File: config.mk
export PLATFORM = sky130hd
export DESIGN_NAME = axil_master_arbiter_flat
export DESIGN_NICKNAME = d
export VERILOG_FILES = /design/src/rtl/axil_master_arbiter_if.sv /design/src/rtl/axil_master_arbiter.sv /design/src/flat_wrapper.sv
export SDC_FILE = /design/constraint.sdc
export NUM_CORES = 1
export LEC_CHECK = 0
export ABC_AREA = 1
export ABC_CLOCK_PERIOD_IN_PS = 1900
export CORE_MARGIN = 1
export CORE_UTILIZATION = 41
export CTS_CLUSTER_SIZE = 25
export DETAILED_ROUTE_END_ITERATION = 16
export PLACE_DENSITY = 0.81
export REMOVE_ABC_BUFFERS = 1
export SLEW_MARGIN = 15
export SYNTH_ARGS = -nofsm -noshare
export SYNTH_HDL_FRONTEND = slang
export SYNTH_SLANG_ARGS = --single-unit
File: constraint.sdc
create_clock -name ACLK -period 1.9 [get_ports ACLK]
set_input_delay 0.19 -clock ACLK [delete_from_list [all_inputs] [get_ports ACLK]]
set_output_delay 0.19 -clock ACLK [all_outputs]
set_load 0.02 [all_outputs]
File: src/rtl/axil_master_arbiter_if.sv
// -----------------------------------------------------------------------------
// axil_master_arbiter_if
//   Bundles the two-requester command/response channels, the command outputs
//   that feed the AXI4-Lite master, and the B/R handshake signals snooped from
//   the bus.
//
//   modport master : arbiter view (drives rq_ready, rsp_*, m_*)
//   modport slave  : environment view (drives rq_*, snooped B/R signals)
//
//   Signal summary
//     rq_valid/rq_write   [1:0]         per-requester request and direction
//     rq_addr/rq_wdata    [2*WIDTH-1:0] requester i at [i*WIDTH +: WIDTH]
//     rq_wstrb            [2*WIDTH/8-1:0]
//     rq_ready/rsp_valid  [1:0]         one-cycle pulses to the granted requester
//     rsp_data/rsp_resp                 completion data and response code
//     m_wstart/m_rstart                 start strobes to the master
//     m_awaddr/m_araddr/m_wdata/m_wstrb command buses to the master
//     BVALID/BREADY/BRESP               write response handshake (snooped)
//     RVALID/RREADY/RRESP/RDATA         read data handshake (snooped)
// -----------------------------------------------------------------------------
interface axil_master_arbiter_if #(
   parameter int WIDTH = 32
);
   logic [1:0]             rq_valid;
   logic [1:0]             rq_write;
   logic [2*WIDTH-1:0]     rq_addr;
   logic [2*WIDTH-1:0]     rq_wdata;
   logic [2*(WIDTH/8)-1:0] rq_wstrb;
   logic [1:0]             rq_ready;
   logic [1:0]             rsp_valid;
   logic [WIDTH-1:0]       rsp_data;
   logic [1:0]             rsp_resp;
   logic                   m_wstart;
   logic                   m_rstart;
   logic [WIDTH-1:0]       m_awaddr;
   logic [WIDTH-1:0]       m_araddr;
   logic [WIDTH-1:0]       m_wdata;
   logic [WIDTH/8-1:0]     m_wstrb;
   logic                   BVALID;
   logic                   BREADY;
   logic [1:0]             BRESP;
   logic                   RVALID;
   logic                   RREADY;
   logic [1:0]             RRESP;
   logic [WIDTH-1:0]       RDATA;

   modport master (
      input  rq_valid, rq_write, rq_addr, rq_wdata, rq_wstrb,
      input  BVALID, BREADY, BRESP, RVALID, RREADY, RRESP, RDATA,
      output rq_ready, rsp_valid, rsp_data, rsp_resp,
      output m_wstart, m_rstart, m_awaddr, m_araddr, m_wdata, m_wstrb
   );

   modport slave (
      output rq_valid, rq_write, rq_addr, rq_wdata, rq_wstrb,
      output BVALID, BREADY, BRESP, RVALID, RREADY, RRESP, RDATA,
      input  rq_ready, rsp_valid, rsp_data, rsp_resp,
      input  m_wstart, m_rstart, m_awaddr, m_araddr, m_wdata, m_wstrb
   );
endinterface

File: src/rtl/axil_master_arbiter.sv
// -----------------------------------------------------------------------------
// axil_master_arbiter
//   Round-robin arbiter and sequencer for two local requesters in front of an
//   AXI4-Lite master. One single-beat read or write is in flight at a time:
//   IDLE (arbitrate) -> ISSUE (accept + start strobe) -> WAIT (watch B/R
//   handshake or watchdog) -> RESP (completion pulse) -> IDLE.
//
//   Parameters
//     WIDTH   : address/data width, strobe width is WIDTH/8
//     TIMEOUT : WAIT cycles before a transaction is forcibly ended (>= 2)
//
//   Ports
//     ACLK    : clock, rising edge
//     ARESETn : synchronous active-low reset
//     bus     : axil_master_arbiter_if.master (requester, master-command and
//               snooped handshake signals)
// -----------------------------------------------------------------------------
module axil_master_arbiter #(
   parameter int WIDTH   = 32,
   parameter int TIMEOUT = 1024
) (
   input  logic                  ACLK,
   input  logic                  ARESETn,
   axil_master_arbiter_if.master bus
);

   localparam int SW = WIDTH / 8;
   localparam int TW = $clog2(TIMEOUT);
   localparam logic [TW-1:0] TMO_LAST = TW'(TIMEOUT - 1);

   typedef enum logic [1:0] {
      ST_IDLE  = 2'd0,
      ST_ISSUE = 2'd1,
      ST_WAIT  = 2'd2,
      ST_RESP  = 2'd3
   } state_t;

   state_t           state_r;
   state_t           state_next_s;

   logic             last_grant_r;
   logic             grant_r;
   logic             write_r;
   logic [TW-1:0]    tmo_cnt_r;

   logic [1:0]       rq_ready_r;
   logic [1:0]       rsp_valid_r;
   logic [1:0]       rsp_resp_r;
   logic [WIDTH-1:0] rsp_data_r;
   logic             m_wstart_r;
   logic             m_rstart_r;
   logic [WIDTH-1:0] m_awaddr_r;
   logic [WIDTH-1:0] m_araddr_r;
   logic [WIDTH-1:0] m_wdata_r;
   logic [SW-1:0]    m_wstrb_r;

   logic             req_any_s;
   logic             grant_s;
   logic             sel_write_s;
   logic [WIDTH-1:0] sel_addr_s;
   logic [WIDTH-1:0] sel_wdata_s;
   logic [SW-1:0]    sel_wstrb_s;
   logic             done_s;
   logic             expire_s;

   // Arbitration: a lone request wins outright, a tie goes to the requester
   // that was not granted last; the winner's command fields are selected.
   always_comb begin
      req_any_s = |bus.rq_valid;
      if (bus.rq_valid == 2'b11) begin
         grant_s = ~last_grant_r;
      end else begin
         grant_s = bus.rq_valid[1];
      end
      if (grant_s) begin
         sel_write_s = bus.rq_write[1];
         sel_addr_s  = bus.rq_addr[2*WIDTH-1:WIDTH];
         sel_wdata_s = bus.rq_wdata[2*WIDTH-1:WIDTH];
         sel_wstrb_s = bus.rq_wstrb[2*SW-1:SW];
      end else begin
         sel_write_s = bus.rq_write[0];
         sel_addr_s  = bus.rq_addr[WIDTH-1:0];
         sel_wdata_s = bus.rq_wdata[WIDTH-1:0];
         sel_wstrb_s = bus.rq_wstrb[SW-1:0];
      end
   end

   // Completion/expiry detection; handshakes are only meaningful in WAIT and
   // a completion on the final WAIT cycle suppresses the expiry.
   always_comb begin
      done_s   = 1'b0;
      expire_s = 1'b0;
      if (state_r == ST_WAIT) begin
         if (write_r) begin
            done_s = bus.BVALID && bus.BREADY;
         end else begin
            done_s = bus.RVALID && bus.RREADY;
         end
         expire_s = !done_s && (tmo_cnt_r == TMO_LAST);
      end else begin
         done_s   = 1'b0;
         expire_s = 1'b0;
      end
   end

   // Next-state logic of the transaction sequencer.
   always_comb begin
      state_next_s = state_r;
      case (state_r)
         ST_IDLE: begin
            if (req_any_s) begin
               state_next_s = ST_ISSUE;
            end else begin
               state_next_s = ST_IDLE;
            end
         end
         ST_ISSUE: state_next_s = ST_WAIT;
         ST_WAIT: begin
            if (done_s || expire_s) begin
               state_next_s = ST_RESP;
            end else begin
               state_next_s = ST_WAIT;
            end
         end
         ST_RESP: state_next_s = ST_IDLE;
         default: state_next_s = ST_IDLE;
      endcase
   end

   // State register.
   always_ff @(posedge ACLK) begin
      if (!ARESETn) begin
         state_r <= ST_IDLE;
      end else begin
         state_r <= state_next_s;
      end
   end

   // Datapath and registered outputs. The grant, accept pulse, start strobe
   // and command buses load on the edge that enters ISSUE so that they are
   // all visible together during the ISSUE cycle.
   always_ff @(posedge ACLK) begin
      if (!ARESETn) begin
         last_grant_r <= 1'b1;
         grant_r      <= 1'b0;
         write_r      <= 1'b0;
         tmo_cnt_r    <= '0;
         rq_ready_r   <= 2'b00;
         rsp_valid_r  <= 2'b00;
         rsp_resp_r   <= 2'b00;
         rsp_data_r   <= '0;
         m_wstart_r   <= 1'b0;
         m_rstart_r   <= 1'b0;
         m_awaddr_r   <= '0;
         m_araddr_r   <= '0;
         m_wdata_r    <= '0;
         m_wstrb_r    <= '0;
      end else begin
         rq_ready_r  <= 2'b00;
         rsp_valid_r <= 2'b00;
         m_wstart_r  <= 1'b0;
         m_rstart_r  <= 1'b0;
         case (state_r)
            ST_IDLE: begin
               if (req_any_s) begin
                  grant_r      <= grant_s;
                  last_grant_r <= grant_s;
                  write_r      <= sel_write_s;
                  rq_ready_r   <= grant_s ? 2'b10 : 2'b01;
                  m_wstart_r   <= sel_write_s;
                  m_rstart_r   <= !sel_write_s;
                  // Only the buses of the issued direction are refreshed.
                  if (sel_write_s) begin
                     m_awaddr_r <= sel_addr_s;
                     m_wdata_r  <= sel_wdata_s;
                     m_wstrb_r  <= sel_wstrb_s;
                  end else begin
                     m_araddr_r <= sel_addr_s;
                  end
               end
            end
            ST_ISSUE: begin
               tmo_cnt_r <= '0;
            end
            ST_WAIT: begin
               if (done_s) begin
                  rsp_valid_r <= grant_r ? 2'b10 : 2'b01;
                  if (write_r) begin
                     rsp_resp_r <= bus.BRESP;
                  end else begin
                     rsp_resp_r <= bus.RRESP;
                     rsp_data_r <= bus.RDATA;
                  end
               end else if (expire_s) begin
                  rsp_valid_r <= grant_r ? 2'b10 : 2'b01;
                  rsp_resp_r  <= 2'b11;
               end else if (tmo_cnt_r != TMO_LAST) begin
                  // Saturating count: expiry is taken before it could wrap.
                  tmo_cnt_r <= tmo_cnt_r + TW'(1);
               end
            end
            ST_RESP: begin
               tmo_cnt_r <= '0;
            end
            default: begin
               tmo_cnt_r <= '0;
            end
         endcase
      end
   end

   assign bus.rq_ready  = rq_ready_r;
   assign bus.rsp_valid = rsp_valid_r;
   assign bus.rsp_data  = rsp_data_r;
   assign bus.rsp_resp  = rsp_resp_r;
   assign bus.m_wstart  = m_wstart_r;
   assign bus.m_rstart  = m_rstart_r;
   assign bus.m_awaddr  = m_awaddr_r;
   assign bus.m_araddr  = m_araddr_r;
   assign bus.m_wdata   = m_wdata_r;
   assign bus.m_wstrb   = m_wstrb_r;

endmodule

File: src/flat_wrapper.sv
// flat-port wrapper written by rule: the top's interface ports become plain ports
module axil_master_arbiter_flat 
#(
   parameter int WIDTH   = 32,
   parameter int TIMEOUT = 1024
)
  (ACLK, ARESETn, bus_rq_valid, bus_rq_write, bus_rq_addr, bus_rq_wdata, bus_rq_wstrb, bus_BVALID, bus_BREADY, bus_BRESP, bus_RVALID, bus_RREADY, bus_RRESP, bus_RDATA, bus_rq_ready, bus_rsp_valid, bus_rsp_data, bus_rsp_resp, bus_m_wstart, bus_m_rstart, bus_m_awaddr, bus_m_araddr, bus_m_wdata, bus_m_wstrb);
  axil_master_arbiter_if #(.WIDTH(WIDTH)) bus_i ();
  input  logic ACLK;
  input  logic ARESETn;
  input wire logic [$bits(bus_i.rq_valid)-1:0] bus_rq_valid;
  input wire logic [$bits(bus_i.rq_write)-1:0] bus_rq_write;
  input wire logic [$bits(bus_i.rq_addr)-1:0] bus_rq_addr;
  input wire logic [$bits(bus_i.rq_wdata)-1:0] bus_rq_wdata;
  input wire logic [$bits(bus_i.rq_wstrb)-1:0] bus_rq_wstrb;
  input wire logic [$bits(bus_i.BVALID)-1:0] bus_BVALID;
  input wire logic [$bits(bus_i.BREADY)-1:0] bus_BREADY;
  input wire logic [$bits(bus_i.BRESP)-1:0] bus_BRESP;
  input wire logic [$bits(bus_i.RVALID)-1:0] bus_RVALID;
  input wire logic [$bits(bus_i.RREADY)-1:0] bus_RREADY;
  input wire logic [$bits(bus_i.RRESP)-1:0] bus_RRESP;
  input wire logic [$bits(bus_i.RDATA)-1:0] bus_RDATA;
  output wire logic [$bits(bus_i.rq_ready)-1:0] bus_rq_ready;
  output wire logic [$bits(bus_i.rsp_valid)-1:0] bus_rsp_valid;
  output wire logic [$bits(bus_i.rsp_data)-1:0] bus_rsp_data;
  output wire logic [$bits(bus_i.rsp_resp)-1:0] bus_rsp_resp;
  output wire logic [$bits(bus_i.m_wstart)-1:0] bus_m_wstart;
  output wire logic [$bits(bus_i.m_rstart)-1:0] bus_m_rstart;
  output wire logic [$bits(bus_i.m_awaddr)-1:0] bus_m_awaddr;
  output wire logic [$bits(bus_i.m_araddr)-1:0] bus_m_araddr;
  output wire logic [$bits(bus_i.m_wdata)-1:0] bus_m_wdata;
  output wire logic [$bits(bus_i.m_wstrb)-1:0] bus_m_wstrb;
  assign bus_i.rq_valid = bus_rq_valid;
  assign bus_i.rq_write = bus_rq_write;
  assign bus_i.rq_addr = bus_rq_addr;
  assign bus_i.rq_wdata = bus_rq_wdata;
  assign bus_i.rq_wstrb = bus_rq_wstrb;
  assign bus_i.BVALID = bus_BVALID;
  assign bus_i.BREADY = bus_BREADY;
  assign bus_i.BRESP = bus_BRESP;
  assign bus_i.RVALID = bus_RVALID;
  assign bus_i.RREADY = bus_RREADY;
  assign bus_i.RRESP = bus_RRESP;
  assign bus_i.RDATA = bus_RDATA;
  assign bus_rq_ready = bus_i.rq_ready;
  assign bus_rsp_valid = bus_i.rsp_valid;
  assign bus_rsp_data = bus_i.rsp_data;
  assign bus_rsp_resp = bus_i.rsp_resp;
  assign bus_m_wstart = bus_i.m_wstart;
  assign bus_m_rstart = bus_i.m_rstart;
  assign bus_m_awaddr = bus_i.m_awaddr;
  assign bus_m_araddr = bus_i.m_araddr;
  assign bus_m_wdata = bus_i.m_wdata;
  assign bus_m_wstrb = bus_i.m_wstrb;
  axil_master_arbiter #(.WIDTH(WIDTH), .TIMEOUT(TIMEOUT)) u_core (.ACLK(ACLK), .ARESETn(ARESETn), .bus(bus_i));
endmodule
== Yosys cells after proc, flatten, opt, wreduce, memory -nomap -nowiden ==
Index checks and enable logic that the tools add are counted.

* Register bits: 155
* Output and inout port bits: 140
* Bits of input ports: 182
* Logic and storage cells: 70

* Add/sub/neg operators: 1
* Equal/unequal tests: 9
* Reductions and logical operators: 19
* Bitwise gates (word level): 3
* Multiplexer cells: 23

{| class="wikitable"
|+ Operator list
! kind !! count
|-
| two-way mux 32 bit || 2
|-
| two-way mux 10 bit || 3
|-
| one-hot mux 10 bit (2 select lines) || 1
|-
| two-way mux 2 bit || 7
|-
| AND reduction 3 bit || 4
|-
| adder 10 x 1 -> 10 bit (second input constant) || 1
|-
| == test 10 bit (second input constant) || 1
|-
| inequality test 10 bit (second input constant) || 1
|-
| two-way mux 1 bit || 8
|-
| one-hot mux 2 bit (4 select lines) || 1
|-
| == test 2 bit (second input constant) || 3
|-
| inequality test 2 bit (second input constant) || 3
|-
| AND reduction 2 bit || 3
|-
| two-way mux 4 bit || 1
|-
| AND reduction 4 bit || 1
|-
| nonzero test 2 bit || 2
|-
| OR reduction 2 bit || 2
|-
| logical AND 1 bit || 3
|-
| inverter 1 bit || 3
|-
| == test 2 x 1 -> 1 bit (second input constant) || 1
|-
| zero test 1 bit || 2
|-
| zero test 2 bit || 1
|-
| logical OR 1 bit || 1
|}

== Logic depth before layout (Yosys ltp) ==
Gate-level depths: netlist (run 1).

* Depth after elaboration: 9
* Mapped depth: 10
* Depth with buffers taken out: 10

== Least setup slack after synthesis (run 1) ==
No wires, ideal clock.

* Kind: register to register
* Start: register u_core.state_r[0]
* End: register u_core.m_araddr_r[21] (netlist: u_core.bus.m_araddr[21])
* Setup slack: 455 ps
* Clock period less this slack: 1445 ps
* Stages on the path, launching flop included: 8
* Data arrival time: 1317 ps
* Buffers on the path: 1
* Path through: dfxtp_1 > inv_1 > ha_1 > o21ai_2 > inv_2 > nand2_1 > clkbuf_1 > a21oi_1

* Longest elaborated chain between the ends: 2

{| class="wikitable"
|+ RTL lines
! element !! line !! source
|-
| from (decl) || axil_master_arbiter.sv:38 || <nowiki>state_t state_r;</nowiki>
|-
| from (signal assigned) || axil_master_arbiter.sv:135 || <nowiki>state_r <= state_next_s;</nowiki>
|-
| zero test 2 bit || axil_master_arbiter.sv:163 || <nowiki>case (state_r)</nowiki>
|-
| AND reduction 3 bit (no source line) || -- ||
|-
| to (signal assigned) || axil_master_arbiter.sv:178 || <nowiki>m_araddr_r <= sel_addr_s;</nowiki>
|-
| to (decl) || axil_master_arbiter.sv:53 || <nowiki>logic [WIDTH-1:0] m_araddr_r;</nowiki>
|}

No other way between the ends.
A chain may end at the register's enable or synchronous reset.

== Final worst setup path (run 1) ==
* Start: register u_core.state_r[0]
* End: register u_core.m_awaddr_r[31] (netlist: u_core.bus.m_awaddr[31])

* Longest elaborated chain between the ends: 2

{| class="wikitable"
|+ RTL lines
! element !! line !! source
|-
| zero test 2 bit || axil_master_arbiter.sv:163 ||
|-
| AND reduction 3 bit (no source line) || -- ||
|-
| to (signal assigned) || axil_master_arbiter.sv:174 || <nowiki>m_awaddr_r <= sel_addr_s;</nowiki>
|-
| to (decl) || axil_master_arbiter.sv:52 || <nowiki>logic [WIDTH-1:0] m_awaddr_r;</nowiki>
|}

No other way between the ends.

==> results of run 1 <==
flip-flops by register name, indices dropped and copies added, names as in the netlist, 4 cells and up:
| signal | count |
|---|---|
| u_core.bus.m_araddr | 32 |
| u_core.bus.m_awaddr | 32 |
| u_core.bus.m_wdata | 32 |
| u_core.bus.rsp_data | 32 |
| u_core.tmo_cnt_r | 10 |
| u_core.bus.m_wstrb | 4 |
area by class of cell:
class	instances	share of cell area
tap	211	0.0246
timing repair buffer	344	0.326
clock inverter	13	0.0178
multi-input combinational	705	0.280
sequential	155	0.289
clock buffer	19	0.0413
inverter	60	0.0210
power by group:
part / internal (mW) / total, mW / switching, mW
logic: 1.27 / 2.76 / 1.49
registers: 3.58 / 3.76 / 0.178
clock network: 2.25 / 3.63 / 1.39
cells in the mapped netlist:
| cell | number |
|---|---|
| a211oi_1 | 2 |
| a21oi_1 | 107 |
| a22oi_1 | 1 |
| buf_1 | 3 |
| buf_2 | 21 |
| buf_4 | 4 |
| buf_6 | 3 |
| clkbuf_1 | 25 |
| dfxtp_1 | 155 |
| ha_1 | 5 |
| inv_1 | 58 |
| inv_2 | 2 |
| nand2_1 | 405 |
| nand2_2 | 3 |
| nand3_1 | 8 |
| nand4_1 | 2 |
| nor2_1 | 93 |
| nor2_2 | 3 |
| nor3_1 | 1 |
| o21ai_0 | 54 |
| o21ai_1 | 1 |
| o21ai_2 | 1 |
| o21bai_1 | 1 |
| or2_2 | 17 |
| xnor2_1 | 1 |
kinds of logic (layout without fill, tap and decap cells):
group,count (synthesis),after routing,synth area share
AND/OR/NAND/NOR,532,532,0.314
AO/OA/AOI/OAI,167,167,0.129
flip-flops,155,155,0.471
buffers and inverters,116,436,0.0757
adder cells (fa/ha/maj),5,5,0.00949
XOR/XNOR,1,1,0.00133
critical path: cells and delay by family (launching register included):
kind            cells  cell delay, ns
flops               1            0.40
compound gates      2            0.34
simple gates        2            0.20
buf+inv             3            0.43
fa+ha+maj           1            0.24
worst max-delay path by stage:
stage | endpoint | slack [ns] | start | cells past startpoint
finish | u_core.bus.m_awaddr[31]$_SDFFE_PN0P_ | 0.19 | u_core.state_r[0]$_SDFF_PN0_ | 8
global route | u_core.tmo_cnt_r[6]$_SDFFE_PN0P_ | 0.03 | u_core.state_r[0]$_SDFF_PN0_ | 8
CTS | u_core.tmo_cnt_r[7]$_SDFFE_PN0P_ | 0.14 | u_core.state_r[0]$_SDFF_PN0_ | 8
detailed placement | u_core.bus.m_awaddr[5]$_SDFFE_PN0P_ | 0.008 | bus_rq_valid[0] | 9
global placement | u_core.bus.m_araddr[13]$_SDFFE_PN0P_ | 0.04 | bus_rq_valid[0] | 9
floorplan | u_core.bus.m_awaddr[14]$_SDFFE_PN0P_ | -0.91 | u_core.last_grant_r$_SDFFE_PN1P_ | 7
routing by layer:
| metal | global-route usage | vias to the layer above | part of all wire |
|---|---|---|---|
| met1 | 0.278 | 3290 | 0.37 |
| met5 | 0 | - | 0 |
| met4 | 0.0824 | 0 | 0.016 |
| met3 | 0.0944 | 27 | 0.11 |
| met2 | 0.485 | 298 | 0.51 |
| li1 | - | 3645 | - |
what timing repair did:
item	CTS	global route
hold buffers	1	0
hold endpoints to repair	1	0
resized for setup	0	2
setup endpoints to repair	0	3
==> results.txt, run 1 <==
Post-route clock period utilization -> 0.903
Drt wl/cell -> 14.6 microns
Final setup fails -> 0
RSZ-0062 raised after global routing -> false
Synth cell types -> 25
HP Start -> bus_RDATA[26]
TritonCTS Buffers -> 17
Max cap viols -> 0
Share of cells above drive strength 1 -> 0.0633
# fillers -> 1290
Largest net degree at the start of global routing -> 74
Drt first pass iters -> 5
H-tree Lvls -> 4
Final ANT Viol Nets -> 0
Fin cells -> 1507
Commonest cells after routing, fill and taps aside -> 405 x nand2_1, 320 x clkdlybuf4s50_1, 155 x dfxtp_1
Die width -> 129 microns
Max frequency -> 583 MHz
CP max FO -> 46
Slew HR -> 0.746
Synth area leaders -> dfxtp_1 47%, nand2_1 23%, a21oi_1 8.1%, nor2_1 5.3%, o21ai_0 4.1%
Port buffer count -> 321
Critical-path top delay cell -> dfxtp_1
Syn_area_per_cell -> 6.76 sq um
HP Class -> input port to flop
Clock-pin slew on the worst setup and hold paths -> 0.06 ns
DR DRC count -> 0
Worst IR drop on VDD -> 0.617 mV
Clock buffer depth -> 2
Final clock skew -> 0.00865 ns
Seq/Total Area, Yosys -> 0.471
Root buffer cell -> clkbuf_16
Post-synthesis cell type with the largest combined area -> dfxtp_1
Setup TNS -> 0 ns
Core area -> 15400 sq um
Num ports -> 322
Initial Utilization -> 0.427
Total routed wirelength -> 22.0 mm
Post-DP HPWL -> 15.5 mm
Ant. Diodes -> 0
Post CTS Setup Buffer Count -> 0
CTS Sinks -> 155
Pwr/cell area -> 946 nW/um^2
Seq cells post-synth -> 155
Multi-input gate area -> 3010 sq um
Placed cells -> 1474
Hold Crit Depth -> 3
Fin worst setup slack -> 0.185 ns
Clock latency at the later pin of the worst-skew pair -> 0.42 ns
Mapped Area -> 6590 sq um
Avg Vias per Cell -> 4.82
Element type at the critical path end -> flop
Antenna violations before repair -> 0
Min-Delay Endpoint -> u_core.bus.rsp_data[26]$_SDFFE_PN0P_
Design Power -> 10.2 mW
R2R depth -> 8
Final core utilization -> 0.696
Placer Congestion -> 0.826
Area grow syn2layout -> 62.8%
Reg-to-reg endpoint -> u_core.bus.m_awaddr[31]$_SDFFE_PN0P_
Synth top area share -> 0.471
LEAKAGE -> 4.37 nW
Slew @ Worst Pin -> 0.381 ns
Cells after synthesis -> 976
Final worst hold slack -> 0.391 ns
Synth warn -> 0
WS Path Type -> flop to flop
DR vias -> 7260
Post-layout minimum cycle time -> 1.71 ns
All-Layer GR Usage -> 0.263
Total die area -> 16600 sq um
Register-to-register setup slack -> 0.19 ns
Crit-path cells -> inv_1 > ha_1 > o21ai_2 > inv_2 > nand2_2 > buf_12 > nand2_1 > a21oi_1
Worst slack, placed -> 0.00789 ns
Number of global-route vias before repair -> 6926
Outcome -> completed
Cell area after layout -> 10700 sq um
Startpoint types -> flop
Max stage delay on crit path -> 0.40 ns
CTS tree -> yes
FF+latch area -> 3100 sq um
WP data arrival -> 2.05 ns
Endpoints failing hold -> 0
Row count -> 45
R2R Path Start -> u_core.state_r[0]$_SDFF_PN0_
GR Overflow Total -> 0
Req. time, crit path -> 2.24 ns
First-pass GRT wire length -> 33.9 mm
NumNets Final -> 1470
Slew Viols, Final -> 0
Commonest non-fill, non-tap cell in the layout -> nand2_1
Drt initial violations -> 359
Dpl cell area -> 10100 sq um
DIE HEIGHT -> 129 microns
Note: power is estimated with default switching activity, not from simulation.
==> inputs of run 2 (changes only) <==
- ABC_CLOCK_PERIOD_IN_PS: 1900 -> 2200
- CORE_MARGIN: 1 -> unset
- CORE_UTILIZATION: 41 -> 44
- PLACE_DENSITY: 0.81 -> 0.91
- clock period: 1.9 -> 2.2 ns (I/O delays scaled with it)
==> run 2 against run 1 <==
Against the previous run:
- global-route usage rose by 2.6 points
- hold slack worse by 0.096 ns
- clock skew increased by 0.0025 ns
- final cell count shrank 2.2%
- cell area is 0.68% lower
- combinational power decreased by 13%
- sequential share of layout area grew 0.20 points
- sequential cell count unchanged
- highest routed layer unchanged
- routed wire length is 2.8% higher
- core utilization is 3.5 points higher
- clock power decreased by 9.9%
- largest cell class unchanged
- register-to-register slack improved by 0.14 ns
==> results.txt, run 2 (synthesis gave the netlist of run 1 again) <==
Max frequency -> 532 MHz
NumNets Final -> 1465
Final setup fails -> 0
Post CTS Setup Buffer Count -> 0
Delay-heaviest family, CP -> simple AND/OR/NAND/NOR gates
Post-route clock period utilization -> 0.854
Cell area after layout -> 10700 sq um
Multi-input gate area -> 3000 sq um
Drt first pass iters -> 5
Switching fraction of total power -> 0.296
Post-DP HPWL -> 15.8 mm
Slew HR -> 0.684
HP Class -> input port to flop
Logic pwr share -> 0.269
TritonCTS Buffers -> 17
Root buffer cell -> clkbuf_16
Share of cells above drive strength 1 -> 0.0597
Avg Vias per Cell -> 5.06
Hold Crit Depth -> 3
Drt initial violations -> 355
Outcome -> completed
Number of global-route vias before repair -> 7145
Worst slack, placed -> 0.263 ns
Row count -> 44
CP max FO -> 10
Clock buffer depth -> 2
Clk pwr share -> 0.367
# fillers -> 1031
Clock latency at the later pin of the worst-skew pair -> 0.42 ns
RSZ-0062 raised after global routing -> false
Total die area -> 15500 sq um
CTS Hold Buffers Added -> 0
Final worst hold slack -> 0.295 ns
Slew Viols, Final -> 0
Pwr/cell area -> 837 nW/um^2
DR DRC count -> 0
Core area -> 14600 sq um
Sw Pwr -> 2.64 mW
WS Path Type -> flop to flop
Post-cts resize count -> 0
Port buffer count -> 321
Endpoints failing hold -> 0
Req. time, crit path -> 2.52 ns
CTS tree -> yes
Critical path depth -> 8
Antenna violations before repair -> 0
DR vias -> 7459
Final ANT Viol Nets -> 0
Worst IR drop on VDD -> 0.609 mV
R2R depth -> 8
CTS Sinks -> 155
Total routed wirelength -> 22.6 mm
Element type at the critical path end -> flop
Sequential share of power -> 0.365
Num ports -> 322
Area grow syn2layout -> 61.7%
Startpoint types -> flop
All-Layer GR Usage -> 0.289
GR Overflow Total -> 0
Placer Congestion -> 0.850
Setup TNS -> 0 ns
Initial Utilization -> 0.452
Max cap viols -> 0
Crit-path cells -> inv_1 > ha_1 > nand3_1 > nand2_1 > nor2_2 > nand3_1 > nand2_1 > nor2_1
Die width -> 124 microns
H-tree Lvls -> 4
FF+latch area -> 3100 sq um
Clock-pin slew on the worst setup and hold paths -> 0.06 ns
Worst path bufs/invs -> 1
Slew @ Worst Pin -> 0.473 ns
LEAKAGE -> 4.36 nW
Dpl cell area -> 10000 sq um
Critical-path top delay cell -> dfxtp_1
Final clock skew -> 0.0111 ns
DIE HEIGHT -> 124 microns
Commonest cells after routing, fill and taps aside -> 405 x nand2_1, 320 x clkdlybuf4s50_1, 155 x dfxtp_1
Final core utilization -> 0.731
Commonest non-fill, non-tap cell in the layout -> nand2_1
Post-layout minimum cycle time -> 1.88 ns
Ant. Diodes -> 0
First-pass GRT wire length -> 35.7 mm
Internal power -> 6.28 mW
Drt wl/cell -> 15.3 microns
Max stage delay on crit path -> 0.40 ns
WP data arrival -> 2.20 ns
Fin worst setup slack -> 0.321 ns
Largest net degree at the start of global routing -> 57
-- run 2: cell types whose count changed in the layout (fill, tap and decap cells not counted), sizes merged --
| cell | change |
|---|---|
| inv | -1 |
| clkinv | -1 |
| buf | -4 |
| clkinvlp | -1 |
| dlygate4sd3 | -1 |
| bufinv | +1 |
| clkbuf | +1 |
-- run 2: worst min-delay path: stages --
cell     delay, ns
buf_2         0.11
inv_2         0.18
a21oi_1       0.17
-- run 2: layer usage --
metal	global-route usage	part of all wire	vias up
li1	-	-	3633
met3	0.102	0.088	62
met2	0.510	0.50	357
met5	0	0	-
met4	0.128	0.035	0
met1	0.308	0.38	3407
-- run 2: final timing paths --
path / from / to / slack, ns
hold reg to reg: u_core.bus.m_awaddr[29]$_SDFFE_PN0P_ / u_core.bus.m_awaddr[29]$_SDFFE_PN0P_ / 0.44
hold / removal: ARESETn / u_core.tmo_cnt_r[3]$_SDFFE_PN0P_ / 0.30
setup / recovery: u_core.state_r[0]$_SDFF_PN0_ / u_core.tmo_cnt_r[8]$_SDFFE_PN0P_ / 0.32
setup reg to reg: u_core.state_r[0]$_SDFF_PN0_ / u_core.tmo_cnt_r[8]$_SDFFE_PN0P_ / 0.32
-- run 2: cell type report --
class / instances / area share
clock buffer: 20 / 0.0438
multi-input combinational: 705 / 0.282
inverter: 60 / 0.0211
tap: 184 / 0.0216
timing repair buffer: 339 / 0.323
sequential: 155 / 0.291
clock inverter: 11 / 0.0177
-- run 2: per-stage QoR --
step	power [mW]	cells
4_1_cts	8.94	1474
2_1_floorplan	4.40	920
5_1_grt	9.28	1474
3_3_place_gp	5.62	1443
3_5_place_dp	5.67	1443
6_report	8.92	1474
-- run 2: power groups by stage --
stage | Clock (mW) | Combinational [mW] | Sequential (mW)
5_1_grt | 3.42 | 2.59 | 3.28
3_5_place_dp | 0 | 2.37 | 3.31
6_report | 3.27 | 2.40 | 3.25
2_1_floorplan | 0 | 0.803 | 3.59
3_3_place_gp | 0 | 2.33 | 3.29
4_1_cts | 3.29 | 2.40 | 3.25
